$ cat src/rtl/stopwatch_pkg.sv
// Shared constants for the stopwatch serial command front end.
// Holds the ASCII command bytes, the UART receiver state encoding and a
// case-folding helper used by the command decoder.
package stopwatch_pkg;

  // Upper-case ASCII command characters; lower case is accepted via fold_case
  localparam logic [7:0] CMD_GO    = 8'h47;  // 'G'
  localparam logic [7:0] CMD_PAUSE = 8'h50;  // 'P'
  localparam logic [7:0] CMD_UP    = 8'h55;  // 'U'
  localparam logic [7:0] CMD_DOWN  = 8'h44;  // 'D'
  localparam logic [7:0] CMD_CLR   = 8'h43;  // 'C'
  localparam logic [7:0] CMD_RST   = 8'h52;  // 'R'

  typedef enum logic [2:0] {
    IDLE    = 3'd0,
    START   = 3'd1,
    DATA    = 3'd2,
    STOP    = 3'd3,
    WAIT_HI = 3'd4
  } rx_state_e;

  // Setting bit 5 maps 'A'..'Z' onto 'a'..'z'; a folded byte equals a folded
  // letter only when the original was that letter in either case.
  function automatic logic [7:0] fold_case(input logic [7:0] b);
    return b | 8'h20;
  endfunction

endpackage

$ cat src/rtl/uart_rx.sv
// 8N1 UART receiver with 16x oversampling.
// Ports:
//   clk, rst_n     - system clock, async active-low reset
//   rx             - asynchronous serial line, idle high
//   rx_done        - one-cycle pulse, registered on a good stop-bit sample
//   rx_byte        - last received byte (LSB first on the line)
//   frame_err      - one-cycle pulse, registered on a low stop-bit sample
module uart_rx
  import stopwatch_pkg::*;
#(
  parameter int unsigned CLK_HZ = 100_000_000,
  parameter int unsigned BAUD   = 19200,
  parameter int unsigned DBIT   = 8
) (
  input  logic            clk,
  input  logic            rst_n,
  input  logic            rx,
  output logic            rx_done,
  output logic [DBIT-1:0] rx_byte,
  output logic            frame_err
);

  localparam int unsigned DIV = (CLK_HZ + BAUD * 8) / (BAUD * 16);
  localparam int unsigned TW  = (DIV > 1) ? $clog2(DIV) : 1;
  localparam int unsigned NW  = (DBIT > 1) ? $clog2(DBIT) : 1;

  // Free-running 16x-baud tick generator
  logic [TW-1:0] tcnt_q;
  logic          tick;

  assign tick = (tcnt_q == TW'(DIV - 1));

  always_ff @(posedge clk or negedge rst_n) begin
    if (!rst_n) tcnt_q <= '0;
    else        tcnt_q <= tick ? '0 : tcnt_q + TW'(1);
  end

  // Two-flop synchroniser, reset to the idle line level
  logic [1:0] sync_q;
  logic       rxs;

  always_ff @(posedge clk or negedge rst_n) begin
    if (!rst_n) sync_q <= 2'b11;
    else        sync_q <= {sync_q[0], rx};
  end

  assign rxs = sync_q[1];

  // Receiver FSM
  rx_state_e       state_q, state_d;
  logic [3:0]      s_q, s_d;
  logic [NW-1:0]   n_q, n_d;
  logic [DBIT-1:0] byte_q, byte_d;
  logic            done_q, done_d;
  logic            ferr_q, ferr_d;

  always_ff @(posedge clk or negedge rst_n) begin
    if (!rst_n) begin
      state_q <= IDLE;
      s_q     <= '0;
      n_q     <= '0;
      byte_q  <= '0;
      done_q  <= 1'b0;
      ferr_q  <= 1'b0;
    end else begin
      state_q <= state_d;
      s_q     <= s_d;
      n_q     <= n_d;
      byte_q  <= byte_d;
      done_q  <= done_d;
      ferr_q  <= ferr_d;
    end
  end

  always_comb begin
    state_d = state_q;
    s_d     = s_q;
    n_d     = n_q;
    byte_d  = byte_q;
    done_d  = 1'b0;
    ferr_d  = 1'b0;
    case (state_q)
      IDLE: begin
        if (!rxs) begin
          s_d     = '0;
          state_d = START;
        end
      end
      // Re-check the line at mid start bit to reject glitches
      START: begin
        if (tick) begin
          if (s_q == 4'd7) begin
            if (!rxs) begin
              s_d     = '0;
              n_d     = '0;
              state_d = DATA;
            end else begin
              state_d = IDLE;
            end
          end else begin
            s_d = s_q + 4'd1;
          end
        end
      end
      DATA: begin
        if (tick) begin
          if (s_q == 4'd15) begin
            byte_d = {rxs, byte_q[DBIT-1:1]};
            s_d    = '0;
            if (n_q == NW'(DBIT - 1)) state_d = STOP;
            else                      n_d     = n_q + NW'(1);
          end else begin
            s_d = s_q + 4'd1;
          end
        end
      end
      STOP: begin
        if (tick) begin
          if (s_q == 4'd15) begin
            if (rxs) begin
              done_d  = 1'b1;
              state_d = IDLE;
            end else begin
              ferr_d  = 1'b1;
              state_d = WAIT_HI;
            end
          end else begin
            s_d = s_q + 4'd1;
          end
        end
      end
      // A held-low break must not be seen as a stream of frames
      WAIT_HI: begin
        if (rxs) state_d = IDLE;
      end
      default: state_d = IDLE;
    endcase
  end

  assign rx_done   = done_q;
  assign rx_byte   = byte_q;
  assign frame_err = ferr_q;

endmodule

$ cat src/rtl/uart_cmd_ctrl.sv
// Serial command front end for the stopwatch: decodes single ASCII command
// characters received over UART into the counter's control signals.
// Ports:
//   clk, rst_n - system clock, async active-low reset
//   rx         - asynchronous serial line, idle high
//   go         - level, 1 = stopwatch running
//   up         - level, 1 = count up, 0 = count down
//   clr        - one-cycle clear pulse
//   cmd_ack    - one-cycle pulse when a recognised command is applied
//   cmd_err    - one-cycle pulse on an unknown byte or a framing error
module uart_cmd_ctrl
  import stopwatch_pkg::*;
#(
  parameter int unsigned CLK_HZ = 100_000_000,
  parameter int unsigned BAUD   = 19200,
  parameter int unsigned DBIT   = 8
) (
  input  logic clk,
  input  logic rst_n,
  input  logic rx,
  output logic go,
  output logic up,
  output logic clr,
  output logic cmd_ack,
  output logic cmd_err
);

  localparam logic [7:0] LC_GO    = fold_case(CMD_GO);
  localparam logic [7:0] LC_PAUSE = fold_case(CMD_PAUSE);
  localparam logic [7:0] LC_UP    = fold_case(CMD_UP);
  localparam logic [7:0] LC_DOWN  = fold_case(CMD_DOWN);
  localparam logic [7:0] LC_CLR   = fold_case(CMD_CLR);
  localparam logic [7:0] LC_RST   = fold_case(CMD_RST);

  logic            rx_done;
  logic            frame_err;
  logic [DBIT-1:0] rx_byte;
  logic [7:0]      cmd;

  uart_rx #(
    .CLK_HZ (CLK_HZ),
    .BAUD   (BAUD),
    .DBIT   (DBIT)
  ) u_rx (
    .clk       (clk),
    .rst_n     (rst_n),
    .rx        (rx),
    .rx_done   (rx_done),
    .rx_byte   (rx_byte),
    .frame_err (frame_err)
  );

  assign cmd = fold_case(8'(rx_byte));

  logic go_q, go_d, up_q, up_d, clr_q, clr_d, ack_q, ack_d, err_q, err_d;

  always_ff @(posedge clk or negedge rst_n) begin
    if (!rst_n) begin
      go_q  <= 1'b0;
      up_q  <= 1'b1;
      clr_q <= 1'b0;
      ack_q <= 1'b0;
      err_q <= 1'b0;
    end else begin
      go_q  <= go_d;
      up_q  <= up_d;
      clr_q <= clr_d;
      ack_q <= ack_d;
      err_q <= err_d;
    end
  end

  // Command decode; a framing error never coincides with rx_done
  always_comb begin
    go_d  = go_q;
    up_d  = up_q;
    clr_d = 1'b0;
    ack_d = 1'b0;
    err_d = frame_err;
    if (rx_done) begin
      ack_d = 1'b1;
      case (cmd)
        LC_GO:    go_d = 1'b1;
        LC_PAUSE: go_d = 1'b0;
        LC_UP:    up_d = 1'b1;
        LC_DOWN:  up_d = 1'b0;
        LC_CLR:   clr_d = 1'b1;
        LC_RST: begin
          clr_d = 1'b1;
          go_d  = 1'b0;
        end
        default: begin
          ack_d = 1'b0;
          err_d = 1'b1;
        end
      endcase
    end
  end

  assign go      = go_q;
  assign up      = up_q;
  assign clr     = clr_q;
  assign cmd_ack = ack_q;
  assign cmd_err = err_q;

endmodule
$ cat config.mk
export PLATFORM = sky130hd
export DESIGN_NAME = uart_cmd_ctrl
export DESIGN_NICKNAME = d
export VERILOG_FILES = /design/src/rtl/stopwatch_pkg.sv /design/src/rtl/uart_rx.sv /design/src/rtl/uart_cmd_ctrl.sv
export SDC_FILE = /design/constraint.sdc
export NUM_CORES = 1
export LEC_CHECK = 0
export CORE_MARGIN = 2
export CORE_UTILIZATION = 57
export CTS_CLUSTER_DIAMETER = 50
export CTS_CLUSTER_SIZE = 8
export DETAILED_ROUTE_END_ITERATION = 6
export DONT_BUFFER_PORTS = 1
export GPL_ROUTABILITY_DRIVEN = 0
export PLACE_DENSITY_LB_ADDON = 0.1
export SLEW_MARGIN = 30
export SYNTH_ARGS = -nofsm -noshare
export SYNTH_HDL_FRONTEND = slang
export SYNTH_SLANG_ARGS = --single-unit
$ cat constraint.sdc
create_clock -name clk -period 5.4 [get_ports clk]
set_input_delay 0.27 -clock clk [delete_from_list [all_inputs] [get_ports clk]]
set_output_delay 0.27 -clock clk [all_outputs]
set_load 0.1 [all_outputs]
Word-level counts from Yosys, hierarchy flattened
Index checks and enable logic that the tools add are counted.
- bits in registers: 36
- bits of input ports: 3
- output and inout port bits: 5
- word-level logic and storage cells: 100
- $add $sub $neg: 3
- eq/ne operators: 26
- muxes and demuxes: 44
- reductions and logical operators: 14
- operators with widths (operator ; number):
    3-bit two-way mux ; 16
    7-bit by 6-bit equality test with 1-bit output (second input constant) ; 6
    4-bit two-way mux ; 7
    2-bit by 1-bit inequality test with 1-bit output (second input constant) ; 8
    4-bit one-hot mux with 4 select lines ; 1
    3-bit one-hot mux with 5 select lines ; 1
    1-bit two-way mux ; 14
    9-bit by 1-bit adder with 9-bit output (second input constant) ; 1
    9-bit equality test (second input constant) ; 1
    9-bit two-way mux ; 1
    9-bit AND reduction ; 1
    2-bit inequality test (second input constant) ; 4
    7-bit AND reduction ; 1
    3-bit by 2-bit equality test with 1-bit output (second input constant) ; 2
    3-bit equality test (second input constant) ; 2
    3-bit one-hot mux with 2 select lines ; 1
    2-bit nonzero test ; 3
    6-bit OR reduction ; 1
    5-bit AND reduction ; 1
    4-bit by 1-bit adder with 4-bit output (second input constant) ; 1
    4-bit by 3-bit equality test with 1-bit output (second input constant) ; 1
    4-bit equality test (second input constant) ; 1
    1-bit one-hot mux with 2 select lines ; 2
    2-bit AND reduction ; 2
    other kinds (7) ; 8

Logic depth before layout (Yosys ltp)
Gate-level depths: netlist of run 1.
- depth in word-level cells: 5
- gate-level depth with buffers: 8

Cells and area by module
From an unflattened synthesis of run 1, not the netlist that was laid out.
- cells, all modules: 161
- area total of the unflattened synthesis: 1803.0 um^2
- modules (own cells, without submodules) (module ; times used ; cells each ; area each (um^2)):
    uart_rx ; 1 ; 135 ; 1527.7
    uart_cmd_ctrl ; 1 ; 26 ; 275.3

Worst setup path after synthesis of run 1
Ideal clock, no wire load.
- path kind: reg-to-reg
- start: register u_rx.tcnt_q[0]
- end: register u_rx.s_q[0]
- arrival time: 1.666 ns
- data required time: 5.275 ns
- path slack: 3.608 ns
- cell stages (with the launch flop): 7
- cell sequence: dfrtp_1 -> ha_1 -> and4b_1 -> buf_2 -> a31o_2 -> and4b_2 -> mux2_4
- longest elaborated chain between the ends: 3
- elaborated cells on any way between the ends: 5
- RTL lines (item ; line ; source):
    start: declaration ; uart_rx.sv:28 ; logic [TW-1:0] tcnt_q;
    start signal: assignment ; uart_rx.sv:35 ; else tcnt_q <= tick ? '0 : tcnt_q + TW'(1);
    9-bit equality test * ; uart_rx.sv:31 ; assign tick = (tcnt_q == TW'(DIV - 1));
    2-bit by 1-bit inequality test with 1-bit output (no source line) ; n/a ;
    5-bit AND reduction (no source line) * ; n/a ;
    end signal: assignment ; uart_rx.sv:60 ; s_q <= '0;
    end signal: assignment ; uart_rx.sv:67 ; s_q <= s_d;
    end: declaration ; uart_rx.sv:51 ; logic [3:0] s_q, s_d;
Mark *: on every way between the ends. The rest lies on a longest branch, timed or not.
A chain may end at the register's enable or synchronous reset.

Worst setup path after layout of run 1
- start: register u_rx.tcnt_q[1]
- end: register u_rx.n_q[2]
- longest elaborated chain between the ends: 3
- elaborated cells on any way between the ends: 4
- RTL lines (item ; line ; source):
    9-bit equality test * ; uart_rx.sv:31 ;
    2-bit by 1-bit inequality test with 1-bit output (no source line) ; n/a ;
    7-bit AND reduction (no source line) * ; n/a ;
    end signal: assignment ; uart_rx.sv:68 ; n_q <= n_d;
    end: declaration ; uart_rx.sv:52 ; logic [NW-1:0] n_q, n_d;
Marked as above.

==> run metrics, run 1 <==
status=finished clean; crit-path max FO=11; clock sinks=36; top cell type by total area after synthesis=dfrtp_1; post_cts resized=0; final setup fails=0; pwr dens=233 mW/mm²; Max IR drop VDD=0.167 mV; asr flop ratio synth=1.00; layout overhead on the synthesized area=6.01%; Site Rows=20; Port-buffer cells=0; Slew Viols, Final=0; Final Skew=0.0139 ns; die area=0.00376 mm²; Critical Path Max Stage Delay=0.47 ns; syn nets=179; vias in the first global route=1247; initial core utilization=0.609; leakage power figure=0.837 nW; Reg-to-Reg End=u_rx.n_q[2]; Hold Vio Cnt, Final=0; Post CTS Setup Buffer Count=0; Post-Route Setup TNS=0 ns; root buffer cell=clkbuf_4; DPL Wire Length=2.17 mm; cell family with most CP delay=simple AND/OR/NAND/NOR gates; Die Wd=61.3 µm; clk_lat worst skew=0.33 ns; Peak Freq=477 MHz; WL/cell=14.1 µm; Inserted Clock Buffers=5; Via density=5.94; synth top area cells=dfrtp_1, mux2_2, dfstp_2; Detail Route Antenna Nets=0; Pre-antenna DRT Iters=4; CORE AREA=0.00308 mm²; hold-critical path depth=0; Non-Filler Instances=219; Residual DRC=0; commonest non-fill, non-tap cell in the layout=dfrtp_1; Filler cells=259; slowest CP cell=nand4_1; WL final=3.08 mm; Post-synth EDFFs=0; commonest non-fill, non-tap cells in the layout=dfrtp_1, nor2_1, inv_1; Die Y=61.3 µm; Clock Path Buffers=2; largest net degree at the start of global routing=37; GRT Overall Usage=0.193; metal2 WL=1.48 mm; critical path capture point type=flop; met1 wire length=1.44 mm; WHS Endpoint=u_rx.sync_q[1]; Tightest Pin Transition=0.902 ns; fraction of layout cells with a size suffix above 1=0.154; Post-Place Cells=208; GR Overflow Total=0; reg2reg path depth=6; Top Layer Used=met4; critical path arrival=2.35 ns; Reg clk slew, reported paths=0.10 ns; synthesized cell area=0.00187 mm²; fin crit period=2.10 ns; I/O pins=8; Crit Path Class=flop to flop; Top FF cell, synth=dfrtp_1; WP buf/inv=1; Crit Reg-Reg Startpoint=u_rx.tcnt_q[1]; period utilization=0.388; initial antenna violation count=0; initial drt markers=93; Final nets=182; Worst Setup Start Kind=flop; top-area cell type share of the netlist area=0.441; Antenna diodes=0; worst-path cell chain=inv_1 > ha_1 > and4b_1 > nand4_1 > nor2_1 > mux2i_1; Cell variety after synth=45; worst min path class=flop to flop; Seq cells post-synth=36; Slew headroom=0.399; first-pass GRT wire length=5.28 mm; Worst EP required=5.66 ns; clock tree from TritonCTS=built; r2r setup slk=3.30 ns; Mapped Cells=171; H-tree depth=2; routed vias=1301; Hold Startpoint=u_rx.sync_q[0]; met3 WL post-DR=109 µm; Synth Area per Inst=11.0 µm²; RSZ-0062 raised after global routing=no; Max-cap violations=0; register area share after synthesis=0.483; WHS=0.364 ns; YS warnings=0
[area by class of cell]
| cell class | count | area [µm²] | area share |
|---|---|---|---|
| clock inverters | 2 | 35.0 | 0.0176 |
| inverters | 11 | 41.3 | 0.0208 |
| clock buffers | 6 | 41.3 | 0.0208 |
| multi-input cells | 117 | 868 | 0.437 |
| repair buffers | 3 | 40.0 | 0.0202 |
| well taps | 44 | 55.1 | 0.0277 |
| flip-flops and latches | 36 | 905 | 0.456 |
[metal layers]
layer | track usage | vias to the layer above
met4 | 0.0839 | 0
li1 | - | 640
met3 | 0.0504 | 6
met2 | 0.319 | 25
met1 | 0.238 | 630
met5 | 0 | -
[power by group]
group,switching [mW],internal (mW)
combinational,0.00578,0.00295
sequential,0.00117,0.271
clock,0.0850,0.0971
[how the worst max path moves through the flow]
stage / slack (ns) / end / from / depth (start not counted)
global placement: 3.43 / u_rx.n_q[1] / u_rx.tcnt_q[4] / 4
finish: 3.30 / u_rx.n_q[2] / u_rx.tcnt_q[1] / 6
detailed placement: 3.31 / u_rx.n_q[2] / u_rx.tcnt_q[1] / 6
floorplan: 3.61 / u_rx.s_q[0] / u_rx.tcnt_q[0] / 6
global route: 3.14 / u_rx.n_q[2] / u_rx.tcnt_q[1] / 6
CTS: 3.30 / u_rx.n_q[2] / u_rx.tcnt_q[1] / 6
[logic make-up after synthesis]
group | synth area share
multiplexers | 0.0721
flip-flops | 0.483
buffers and inverters | 0.0534
AO/OA/AOI/OAI | 0.134
XOR/XNOR | 0.0374
AND/OR/NAND/NOR | 0.186
adder cells (fa/ha/maj) | 0.0334
[state kept, by name, summed over array words and instances, names as in the netlist]
register        flops
cmd_ack             1
go                  1
u_rx.sync_q         2
u_rx.state_q        3
u_rx.rx_done        1
u_rx.tcnt_q         9
up                  1
u_rx.rx_byte        8
u_rx.n_q            3
u_rx.frame_err      1
cmd_err             1
u_rx.s_q            4
clr                 1
[per-stage QoR]
| stage | total power, mW | utilization | setup WS (ns) | cell area, µm² |
|---|---|---|---|---|
| final | 0.463 | 0.645 | 3.30 | 1990 |
| after global placement | 0.278 | 0.607 | 3.43 | 1870 |
| after floorplan | 0.279 | - | 3.61 | 1870 |
| after detailed placement | 0.278 | 0.607 | 3.31 | 1870 |
| after CTS | 0.470 | 0.645 | 3.30 | 1990 |
| after global routing | 0.482 | 0.645 | 3.14 | 1990 |
[worst reg2reg max path, stage by stage (launching register included)]
cell and delay, ns:
dfrtp_1 0.40, inv_1 0.06, ha_1 0.18, and4b_1 0.32
nand4_1 0.47, nor2_1 0.38, mux2i_1 0.23
[repair_timing]
action                                  CTS  global route
endpoints found under the hold margin    37             0
hold buffers                              3             0
endpoints found under the setup margin    0             0
[cell usage after synthesis (3+ instances only)]
| library cell | count |
|---|---|
| o22ai_1 | 3 |
| a21oi_1 | 4 |
| dfstp_2 | 3 |
| xnor2_1 | 8 |
| nor2_1 | 12 |
| inv_1 | 11 |
| o21ai_0 | 7 |
| nor3_1 | 8 |
| nand3_1 | 7 |
| dfrtp_1 | 33 |
| mux2_2 | 8 |
| mux2i_1 | 3 |
| ha_1 | 5 |
| nand4_1 | 6 |
| nand2b_1 | 5 |
| buf_6 | 4 |
| nand2_1 | 7 |
(Power assumes the default switching activity.)
==> inputs of run 2 (changes only) <==
ABC_AREA = 1   (was not set)
CORE_UTILIZATION = 56   (was 57)
clock period = 1.75 ns   (was 5.4 ns; I/O delays follow)
==> run metrics, run 2 <==
Cell variety after synth=30; Tightest Pin Transition=0.345 ns; pwr dens=611 mW/mm²; synthesized cell area=0.00199 mm²; Inserted Clock Buffers=5; Worst Setup Start Kind=flop; RSZ-0062 raised after global routing=no; top-area cell type share of the netlist area=0.415; vias in the first global route=1541; syn nets=267; Top reg by flops=u_rx.tcnt_q; Die Wd=63.6 µm; synth top area cells=dfrtp_1, nand2_1, nand3_1; Largest register FFs=9; WL/cell=11.2 µm; clock sinks=36; Seq cells post-synth=36; Post-Place Cells=308; Max-cap violations=0; fraction of layout cells with a size suffix above 1=0.165; Filler cells=314; count leader, synth=nand2_1; YS warnings=0; Register Area=906 µm²; pre-CTS WS=0.149 ns; Port-buffer cells=0; layout overhead on the synthesized area=9.12%; leakage power figure=1.14 nW; Pre-antenna DRT Iters=7; die area=0.00404 mm²; Mapped Cells=259; I/O pins=8; fin crit period=1.56 ns; Final Skew=0.00669 ns; asr flop ratio synth=1.00; crit-path max FO=15; Crit Reg-Reg Startpoint=u_rx.s_q[1]; status=finished clean; Synth top cells by count=nand2_1, nand3_1, dfrtp_1; Non-Filler Instances=319; final worst setup slack=0.193 ns; Die Y=63.6 µm; Slew Viols, Final=0; Post CTS Setup Buffer Count=0; Slew headroom=0.768; critical path arrival=1.79 ns; Clock Path Buffers=2; Residual DRC=0; Final nets=280; WL final=3.57 mm; Via density=5.12; clock tree from TritonCTS=built; top cell type by total area after synthesis=dfrtp_1; final setup fails=0; Worst EP required=1.98 ns; initial antenna violation count=0; largest net degree at the start of global routing=37; commonest non-fill, non-tap cell in the layout=nand2_1; H-tree depth=2; GRT Overall Usage=0.213; Multi-input gate area=923 µm²; period utilization=0.890; Top FF cell, synth=dfrtp_1; CP startpoint=u_rx.s_q[1]; register area share after synthesis=0.455; Site Rows=21; Max IR drop VDD=0.413 mV; root buffer cell=clkbuf_4; initial core utilization=0.592; CORE AREA=0.00336 mm²; Post-Route Setup TNS=0 ns; worst min path class=input pin to async pin; Antenna diodes=0; routed vias=1632; Crit Path Class=flop to flop; Peak Freq=642 MHz; GR Overflow Total=0; initial drt markers=141; critical path capture point type=flop; Hold Vio Cnt, Final=0; first-pass GRT wire length=6.73 mm; commonest non-fill, non-tap cells in the layout=nand2_1, nand3_1, nor2_1, dfrtp_1, inv_1; clk_lat worst skew=0.34 ns; Detail Route Antenna Nets=0; Synth Area per Inst=7.68 µm²; DPL Wire Length=2.65 mm; Reg clk slew, reported paths=0.10 ns; total power=1.33 mW; Post-synth EDFFs=0
[run 2: worst max-delay path, stage by stage, from the launching register on]
cell and delay [ns]:
dfrtp_1 0.43, ha_1 0.25, nand2_2 0.11, nor2_4 0.14, nand3_4 0.11, clkinv_4 0.09
nand2_4 0.12, nor2_1 0.16, a21oi_2 0.04
[run 2: through the flow]
stage	cell area, µm²	hold WS (ns)	utilization
6_report	2170	0.201	0.645
5_1_grt	2170	0.204	0.645
4_1_cts	2170	0.176	0.644
3_5_place_dp	2070	-0.207	0.615
3_3_place_gp	2070	-0.207	0.615
2_1_floorplan	1990	-0.208	-
[run 2: worst paths after layout]
kind                                    to  slack [ns]  cells after the start
max                        u_rx.rx_byte[4]        0.19                      8
min                            u_rx.s_q[1]        0.20                      2
max reg2reg                u_rx.rx_byte[4]        0.19                      8
min reg2reg                 u_rx.sync_q[1]        0.36                      0
max in group asynchronous               up        1.30                      2
min in group clk            u_rx.sync_q[0]        0.29                      1
[run 2: repair_timing]
action                                  CTS  global route
gates resized for setup                   0             3
endpoints found under the setup margin    0             6
endpoints found under the hold margin    37             0
hold buffers                              3             0
[run 2: where the power goes]
| group | switching, mW | internal (mW) |
|---|---|---|
| clock network | 0.260 | 0.198 |
| registers | 0.00423 | 0.836 |
| logic | 0.0200 | 0.00867 |
[run 2: kinds of logic (layout without fill, tap and decap cells)]
kind of cell    Yosys count  in the layout  share of synthesized area
simple gates            152            152                      0.344
buf+inv                  40             54                     0.0824
flops                    36             36                      0.455
compound gates           23             23                     0.0742
fa+ha+maj                 5              5                     0.0314
xor+xnor                  3              3                     0.0132
[run 2: final cells by class]
type / count / share of cell area
Clock buffer: 8 / 0.0271
Inverter: 38 / 0.0680
Multi-Input combinational cell: 183 / 0.425
Sequential cell: 36 / 0.417
Tap cell: 46 / 0.0265
Timing Repair Buffer: 8 / 0.0357
[run 2: metal layers]
| layer | wire, µm | global-route usage | up-vias |
|---|---|---|---|
| li1 | - | - | 842 |
| met1 | 1690 | 0.276 | 753 |
| met2 | 1660 | 0.329 | 28 |
| met3 | 128 | 0.0536 | 9 |
| met4 | 94 | 0.111 | 0 |
| met5 | 0 | 0 | - |
